==> config.mk <==
export PLATFORM = sky130hd
export DESIGN_NAME = bb84_sift_engine_flat
export DESIGN_NICKNAME = d
export VERILOG_FILES = /design/src/rtl/bb84_sift_engine_pkg.sv /design/src/rtl/bb84_sift_engine_if.sv /design/src/rtl/bb84_sift_engine_sift_unit.sv /design/src/rtl/bb84_sift_engine.sv /design/src/flat_wrapper.sv
export SDC_FILE = /design/constraint.sdc
export NUM_CORES = 1
export LEC_CHECK = 0
export CORE_MARGIN = 5
export CORE_UTILIZATION = 53
export CTS_CLUSTER_DIAMETER = 150
export DETAILED_ROUTE_END_ITERATION = 7
export MAX_ROUTING_LAYER = met4
export PLACE_DENSITY = 0.8
export SYNTH_ARGS = -nofsm -noshare
export SYNTH_HDL_FRONTEND = slang
export SYNTH_SLANG_ARGS = --single-unit
==> constraint.sdc <==
create_clock -name clk -period 2.6 [get_ports clk]
set_clock_uncertainty 0.15 [all_clocks]
set_input_delay 0.52 -clock clk [delete_from_list [all_inputs] [get_ports clk]]
set_output_delay 0.52 -clock clk [all_outputs]
set_load 0.01 [all_outputs]
==> src/rtl/bb84_sift_engine_pkg.sv <==
// rtl/bb84_sift_engine_pkg.sv - shared types, basis constants and width helper for the BB84 sift engine
package bb84_pkg;

    typedef enum logic [2:0] {
        IDLE,
        SAMPLE,
        KEY,
        CHECK,
        DONE,
        ABORT
    } state_t;

    localparam logic BASIS_RECT = 1'b0;
    localparam logic BASIS_DIAG = 1'b1;

    // Width of a counter that must hold every value 0..n without wrapping.
    function automatic int cnt_width(input int n);
        return (n < 1) ? 1 : $clog2(n + 1);
    endfunction

endpackage

==> src/rtl/bb84_sift_engine_if.sv <==
// rtl/bb84_sift_engine_if.sv - photon record handshake bundle
//   in_valid/in_ready : record handshake
//   alice_bit, alice_basis, bob_basis, bob_bit : record fields
interface bb84_sift_engine_if;
    logic in_valid;
    logic in_ready;
    logic alice_bit;
    logic alice_basis;
    logic bob_basis;
    logic bob_bit;

    modport master (
        output in_valid, alice_bit, alice_basis, bob_basis, bob_bit,
        input  in_ready
    );

    modport slave (
        input  in_valid, alice_bit, alice_basis, bob_basis, bob_bit,
        output in_ready
    );
endinterface

==> src/rtl/bb84_sift_engine_sift_unit.sv <==
// rtl/bb84_sift_engine_sift_unit.sv - combinational per-record basis sift and bit compare
//   inputs : alice_bit, alice_basis, bob_basis, bob_bit
//   outputs: sifted (bases agree), mismatch (Alice and Bob bits differ)
module bb84_sift_unit
    import bb84_pkg::*;
(
    input  logic alice_bit,
    input  logic alice_basis,
    input  logic bob_basis,
    input  logic bob_bit,
    output logic sifted,
    output logic mismatch
);
    assign sifted   = (alice_basis == bob_basis);
    assign mismatch = alice_bit ^ bob_bit;
endmodule

==> src/rtl/bb84_sift_engine.sv <==
// rtl/bb84_sift_engine.sv - clocked BB84 sifting engine: sample-phase QBER check then key assembly
//   clk, rst_n        : clock, synchronous active-low reset
//   start             : begin a session (honoured in IDLE, DONE, ABORT)
//   rec               : photon record stream (slave side)
//   key_out/key_valid : sifted key, first key bit at MSB, valid in DONE
//   abort/timeout     : session aborted; timeout marks MAX_PHOTONS as the cause
//   sample_err/key_err: mismatch counts in sample and key bits
//   busy              : SAMPLE or KEY
module bb84_sift_engine
    import bb84_pkg::*;
#(
    parameter int KEY_LEN     = 16,
    parameter int SAMPLE_LEN  = 4,
    parameter int ERR_THRESH  = 0,
    parameter int MAX_PHOTONS = 256,
    parameter int CNT_W       = $clog2(MAX_PHOTONS + 1)
) (
    input  logic                              clk,
    input  logic                              rst_n,
    input  logic                              start,
    bb84_sift_engine_if.slave                 rec,
    output logic [KEY_LEN-1:0]                key_out,
    output logic                              key_valid,
    output logic                              abort,
    output logic                              timeout,
    output logic [$clog2(SAMPLE_LEN+1)-1:0]   sample_err,
    output logic [$clog2(KEY_LEN+1)-1:0]      key_err,
    output logic                              busy
);
    localparam int SW = cnt_width(SAMPLE_LEN);
    localparam int KW = cnt_width(KEY_LEN);

    state_t           state_q, state_d;
    logic [CNT_W-1:0] photon_cnt;
    logic [SW-1:0]    sample_cnt;
    logic [KW-1:0]    key_cnt;
    logic             sifted, mismatch, accept;
    logic             session_start, timeout_set;
    logic             photon_last, sample_last, key_last;

    bb84_sift_unit u_sift (
        .alice_bit   (rec.alice_bit),
        .alice_basis (rec.alice_basis),
        .bob_basis   (rec.bob_basis),
        .bob_bit     (rec.bob_bit),
        .sifted      (sifted),
        .mismatch    (mismatch)
    );

    assign accept = rec.in_valid & rec.in_ready;

    // ">=" rather than "==": if the sample phase completes on the MAX_PHOTONS-th
    // record, the counter sits at MAX and the very next key-phase record times out.
    assign photon_last = (photon_cnt >= CNT_W'(MAX_PHOTONS - 1));
    assign sample_last = (sample_cnt == SW'(SAMPLE_LEN - 1));
    assign key_last    = (key_cnt == KW'(KEY_LEN - 1));

    always_comb begin
        state_d       = state_q;
        rec.in_ready  = 1'b0;
        busy          = 1'b0;
        key_valid     = 1'b0;
        abort         = 1'b0;
        session_start = 1'b0;
        timeout_set   = 1'b0;
        case (state_q)
            IDLE, DONE, ABORT: begin
                key_valid = (state_q == DONE);
                abort     = (state_q == ABORT);
                if (start) begin
                    session_start = 1'b1;
                    state_d       = SAMPLE;
                end
            end
            SAMPLE: begin
                rec.in_ready = 1'b1;
                busy         = 1'b1;
                if (rec.in_valid) begin
                    if (sifted && sample_last) begin
                        state_d = KEY;
                    end else if (photon_last) begin
                        state_d     = ABORT;
                        timeout_set = 1'b1;
                    end
                end
            end
            KEY: begin
                rec.in_ready = 1'b1;
                busy         = 1'b1;
                if (rec.in_valid) begin
                    // Completing the key takes priority over the photon budget.
                    if (sifted && key_last) begin
                        state_d = CHECK;
                    end else if (photon_last) begin
                        state_d     = ABORT;
                        timeout_set = 1'b1;
                    end
                end
            end
            CHECK: begin
                state_d = (int'(sample_err) > ERR_THRESH) ? ABORT : DONE;
            end
            default: state_d = IDLE;
        endcase
    end

    always_ff @(posedge clk) begin
        if (!rst_n) begin
            state_q    <= IDLE;
            photon_cnt <= '0;
            sample_cnt <= '0;
            key_cnt    <= '0;
            key_out    <= '0;
            sample_err <= '0;
            key_err    <= '0;
            timeout    <= 1'b0;
        end else begin
            state_q <= state_d;
            if (session_start) begin
                photon_cnt <= '0;
                sample_cnt <= '0;
                key_cnt    <= '0;
                key_out    <= '0;
                sample_err <= '0;
                key_err    <= '0;
                timeout    <= 1'b0;
            end else if (accept) begin
                if (photon_cnt != CNT_W'(MAX_PHOTONS))
                    photon_cnt <= photon_cnt + CNT_W'(1);
                if (sifted) begin
                    if (state_q == SAMPLE) begin
                        sample_cnt <= sample_cnt + SW'(1);
                        sample_err <= sample_err + SW'(mismatch);
                    end else begin
                        key_out <= KEY_LEN'({key_out, rec.bob_bit});
                        key_err <= key_err + KW'(mismatch);
                        key_cnt <= key_cnt + KW'(1);
                    end
                end
                if (timeout_set)
                    timeout <= 1'b1;
            end
        end
    end
endmodule

==> src/flat_wrapper.sv <==
// flat-port wrapper written by rule: the top's interface ports become plain ports
module bb84_sift_engine_flat import bb84_pkg::*;
#(
    parameter int KEY_LEN     = 16,
    parameter int SAMPLE_LEN  = 4,
    parameter int ERR_THRESH  = 0,
    parameter int MAX_PHOTONS = 256,
    parameter int CNT_W       = $clog2(MAX_PHOTONS + 1)
)
  (clk, rst_n, start, key_out, key_valid, abort, timeout, sample_err, key_err, busy, rec_in_valid, rec_alice_bit, rec_alice_basis, rec_bob_basis, rec_bob_bit, rec_in_ready);
  bb84_sift_engine_if rec_i ();
  input  logic clk;
  input  logic rst_n;
  input  logic start;
  output logic [KEY_LEN-1:0] key_out;
  output logic key_valid;
  output logic abort;
  output logic timeout;
  output logic [$clog2(SAMPLE_LEN+1)-1:0] sample_err;
  output logic [$clog2(KEY_LEN+1)-1:0] key_err;
  output logic busy;
  input wire logic [$bits(rec_i.in_valid)-1:0] rec_in_valid;
  input wire logic [$bits(rec_i.alice_bit)-1:0] rec_alice_bit;
  input wire logic [$bits(rec_i.alice_basis)-1:0] rec_alice_basis;
  input wire logic [$bits(rec_i.bob_basis)-1:0] rec_bob_basis;
  input wire logic [$bits(rec_i.bob_bit)-1:0] rec_bob_bit;
  output wire logic [$bits(rec_i.in_ready)-1:0] rec_in_ready;
  assign rec_i.in_valid = rec_in_valid;
  assign rec_i.alice_bit = rec_alice_bit;
  assign rec_i.alice_basis = rec_alice_basis;
  assign rec_i.bob_basis = rec_bob_basis;
  assign rec_i.bob_bit = rec_bob_bit;
  assign rec_in_ready = rec_i.in_ready;
  bb84_sift_engine #(.KEY_LEN(KEY_LEN), .SAMPLE_LEN(SAMPLE_LEN), .ERR_THRESH(ERR_THRESH), .MAX_PHOTONS(MAX_PHOTONS), .CNT_W(CNT_W)) u_core (.clk(clk), .rst_n(rst_n), .start(start), .rec(rec_i), .key_out(key_out), .key_valid(key_valid), .abort(abort), .timeout(timeout), .sample_err(sample_err), .key_err(key_err), .busy(busy));
endmodule
==> Yosys cells after proc, flatten, opt, wreduce, memory -nomap -nowiden <==
Index checks and enable logic that the tools add are counted.
W data, S select, Z words.
{ "word_totals": {"output_inout_bits": 29, "in_bits": 8, "wordCells": 61, "reg_bits": 45} }
{ "op_classes": {"add_sub_neg": 5, "n_reduce_logical": 11, "n_bitwise": 4, "n_eq_ne": 12, "muxes": 19, "magnitude_cmp": 2} }
{ "op_table": {"columns": ["operator", "n"], "rows": [
  ["$mux W3", 6],
  ["$pmux W3 S4", 1],
  ["$mux W1", 11],
  ["$add A9 B1 Y9 const B", 1],
  ["$eq A3 B2 Y1 const B", 3],
  ["$ge A9 B8 Y1 const B", 1],
  ["$ne A9 B9 Y1 const B", 1],
  ["$reduce_and A3 Y1", 3],
  ["$eq A3 B3 Y1 const B", 2],
  ["$ne A2 B2 Y1 const B", 3],
  ["$add A5 B1 Y5", 1],
  ["$add A5 B1 Y5 const B", 1],
  ["$eq A5 B4 Y1 const B", 1],
  ["$reduce_and A2 Y1", 2],
  ["$reduce_or A2 Y1", 2],
  ["$add A3 B1 Y3", 1],
  ["$add A3 B1 Y3 const B", 1],
  ["$eq A3 B1 Y1 const B", 1],
  ["$gt A3 B1 Y1 const B", 1],
  ["$logic_not A3 Y1", 1],
  ["$reduce_or A3 Y1", 1],
  ["$logic_and A1 B1 Y1", 2],
  ["$not A1 Y1", 2],
  ["$pmux W1 S2", 1],
  ["other kinds (3)", 3]
]} }

==> Longest topological paths before layout <==
{ "logic_depth": {"ltp_word": 6, "depth_mapped": 8, "depth_no_buf": 8} }

==> Modules after synthesis <==
From an unflattened synthesis, not the netlist that was laid out.
{ "hier_totals": {"cells_unflattened": 264, "area_unflattened_um2": 2178.3} }
{ "by_module_without_submodules": {"columns": ["mod", "instances", "cells_each", "seq_area_each_um2", "area_per_inst_um2"], "rows": [
  ["bb84_sift_engine", 1, 262, 900.9, 2160.8],
  ["bb84_sift_unit", 1, 2, 0.0, 17.5]
]} }

==> Least setup slack after synthesis <==
Ideal clock, no wire load.
{ "synth_timing": {"path_kind": "register to output", "from": "register u_core.state_q[0]", "to": "output port rec_in_ready", "path_stages_with_launch": 4, "required_ps": 1930, "setup_slack_ps": 739, "path_buffers": 1, "arrival_time_ps": 1191, "cell_sequence": "dfxtp_1 xnor2_1 nor2_1 buf_4"} }
{ "synth_between": {"elab_chain_len": 3, "elab_cells_between_ends": 4, "cone_classes": "2 x eq/ne; 1 x mux; 1 x reduce/logical"} }
{ "synth_lines": {"columns": ["element", "line", "rtl"], "rows": [
  ["start: declaration", "bb84_sift_engine.sv:33", "state_t state_q, state_d;"],
  ["start signal: assignment", "bb84_sift_engine.sv:118", "state_q <= state_d;"],
  ["$eq A3 B2 Y1 or $eq A3 B1 Y1 (tied branches)", null, null],
  ["$reduce_or A2 Y1 (no line) *", null, null],
  ["$mux W1 *", null, null],
  ["end: declaration", "flat_wrapper.sv:27", "output wire logic [$bits(rec_i.in_ready)-1:0] rec_in_ready;"]
]} }
Every way passes the cells marked *; elsewhere a longest branch is shown, timed or not.

==> Worst setup path in the final report <==
{ "layout_timing": {"from": "register u_core.state_q[2]", "to": "output port key_valid"} }
{ "layout_between": {"elab_chain_len": 3, "elab_cells_between_ends": 5, "cone_classes": "2 x eq/ne; 1 x mux; 2 x reduce/logical"} }
{ "layout_lines": {"columns": ["element", "line", "rtl"], "rows": [
  ["$eq A3 B3 Y1, or another cell as far along", "bb84_sift_engine.sv:66", "case (state_q)"],
  ["$reduce_or A3 Y1", "bb84_sift_engine.sv:66", null],
  ["$mux W1 *", "bb84_sift_engine.sv:66", null],
  ["end: declaration", "flat_wrapper.sv:16", "output logic key_valid;"]
]} }
Marked as above.

==> run metrics <==
post-route minimum period 2.41 ns; Routed WL 4770 um; # IOs 37; peak supply drop between 0.5 and 0.6 mV; Worst-Skew Late Latency 0.30 ns; number of library cell types mapped by synthesis 44; via count between 1.5k and 2k; initial antenna violation count 0; post-DP HPWL about 3400 um; Max stage delay on crit path 0.63 ns; synthesized net count ~290; Root Buffer clkbuf_8; synth warn 0; critical path peak fanout 15; vias in the first global route 1854; Hold WC Path Type reg -> reg; TritonCTS clock tree yes; CP required a little under 2 ns; critical path startpoint category register; overall power 1.48 mW; vias per cell between 5 and 6; Die Wd 74.8 um; gr usage total 19.7%; Slew HR between 60% and 70%; clock net sink count 45; drt first pass iters 4; DRC 0; register bit count reported by yosys 45; TritonCTS buffer count 5; commonest non-fill, non-tap cells in the layout 47 x nand2_1, 45 x dfxtp_1, 36 x clkdlybuf4s50_1; Pleak 0.955 nW; CTS H-tree depth 2; final period utilization between 90% and 100%; # nets final approximately 320; Port Buffers 36; Initial Util 55.2%; number of diodes 0; synthesized instance count 268; post-route antenna net violation count 0; crit path kind reg -> out; Worst-Margin Slew roughly 0.50 ns; Fin. Hold Viols 0; Non-Filler Instances about 360; cts hold-fix bufs 0; register area share after synthesis approximately two fifths; unrepaired setup endpoints after global routing false; critical path's slowest cell dfxtp_1; EDFF count, synth 0; Syn Area/Cell between 8 and 9 um2; Syn Std Cell Area 0.00222 mm2; fillers roughly 340; Cell Chain, Critical Path nor3b_1 -> clkdlybuf4s50_1; CORE AREA 0.00403 mm2; share of layout cells above drive strength 1 under 10%; most common cell after layout, fill and taps aside nand2_1; Sum Neg Setup Slack 0 ns; power density over the cells roughly 540 mW/mm2; crit path capture type output port; Syn-to-layout area delta 24.1%; Arr. time, crit path 1.74 ns; post-layout util 68.4%; Iter 0 DRT Violations about 130; routed length per instance 13.4 um; clock-pin slew on the worst setup and hold paths 0.08 ns; fmax between 400 and 500 MHz; routability congestion estimate around 0.84; Die Span Y between 70 and 80 um; Inst Count DP around 350; clk buf depth 2; endpoints failing setup 0; Post-synth ARST share 0%; MaxCap Viol Count 0; Hold WS between 0.3 and 0.4 ns; row count 23; Post-synth top flop dfxtp_1; fin. max-slew vios 0; status completed; largest net degree at the start of global routing 30; global route total overflow 0; die area between 0.005 and 0.006 mm2; first-pass GRT wire length ~8200 um
==> metal layers <==
| metal | wire length (um) | GRT usage, % | vias to the layer above |
|---|---|---|---|
| met3 | 265 | 4.94 | 5 |
| li1 | - | - | 999 |
| met5 | 0 | - | - |
| met1 | 2190 | 24.3 | 883 |
| met2 | 2250 | 31.0 | 42 |
| met4 | 64 | 7.51 | 0 |
==> report_power, final <==
group	internal [mW]	switching, mW
Sequential	0.699	0.0185
Clock	0.288	0.232
Combinational	0.103	0.139
==> flip-flops by register name, indices dropped and copies added (netlist names) <==
register / count
u_core.key_out: 16
u_core.photon_cnt: 9
u_core.key_cnt: 5
u_core.key_err: 5
u_core.sample_cnt: 3
u_core.sample_err: 3
u_core.state_q: 3
u_core.timeout: 1
==> through the flow <==
stage,instance area (um2),worst slack [ns]
CTS,2760,0.172
floorplan,2220,0.739
global route,2760,0.0899
detailed placement,2640,0.307
finish,2760,0.189
global placement,2640,0.328
==> what timing repair did <==
| action | in CTS | in global routing |
|---|---|---|
| endpoints found under the setup margin | 2 | 0 |
| resized for setup | 1 | 0 |
| setup buffers | 0 | 0 |
==> Yosys cell counts (2+ instances only) <==
| library cell | instances | area [um2] |
|---|---|---|
| a211oi_1 | 2 | 15.0 |
| a21oi_1 | 26 | 130 |
| and3_1 | 3 | 18.8 |
| buf_2 | 2 | 10.0 |
| buf_4 | 3 | 22.5 |
| clkbuf_1 | 9 | 33.8 |
| dfxtp_1 | 45 | 901 |
| ha_1 | 11 | 138 |
| inv_1 | 9 | 33.8 |
| mux2_2 | 2 | 22.5 |
| mux2i_1 | 6 | 60.1 |
| nand2_1 | 47 | 176 |
| nand2b_1 | 4 | 25.0 |
| nand3_1 | 9 | 45.0 |
| nand4_1 | 7 | 43.8 |
| nor2_1 | 25 | 93.8 |
| nor2b_1 | 3 | 18.8 |
| nor3_1 | 2 | 10.0 |
| nor4_1 | 4 | 25.0 |
| nor4b_1 | 2 | 17.5 |
| o21ai_0 | 5 | 25.0 |
| o21ai_1 | 4 | 20.0 |
| o311ai_0 | 2 | 17.5 |
| o31ai_1 | 2 | 15.0 |
| or3_1 | 3 | 18.8 |
| xnor2_1 | 8 | 70.1 |
| xor2_1 | 6 | 52.6 |
==> cells by family (layout without fill, tap and decap cells) <==
group	Yosys count	after routing	share of synthesized area, %
and+or+nand+nor	116	116	25.3
AOI/OAI and AO/OA	49	49	13.3
DFF	45	45	40.5
buffers and inverters	24	61	4.67
xor gates and xnor gates	15	15	6.25
adders and majority gates	11	11	6.19
muxes	8	8	3.72
==> area by class of cell <==
class | count | area, um2 | share of cell area [%]
inverters | 9 | 33.8 | 1.23
multi-input cells | 199 | 1230 | 44.6
clock buffers | 6 | 72.6 | 2.63
flip-flops and latches | 45 | 901 | 32.7
clock inverters | 2 | 38.8 | 1.41
repair buffers | 44 | 420 | 15.2
well taps | 50 | 62.6 | 2.27
==> path summary, 6_finish.rpt <==
path / from / end / slack, ns / depth (start not counted)
max: u_core.state_q[2] / key_valid / 0.19 / 2
min: u_core.timeout / u_core.timeout / 0.31 / 2
max reg2reg: u_core.photon_cnt[0] / u_core.state_q[2] / 0.56 / 8
min reg2reg: u_core.timeout / u_core.timeout / 0.31 / 2
==> worst max-delay path: cells and delay by family (launching register included) <==
kind          cells  cell delay [ns]
buf+inv           1             0.57
flops             1             0.63
simple gates      1             0.25
Power figures use the tool's default switching activity.
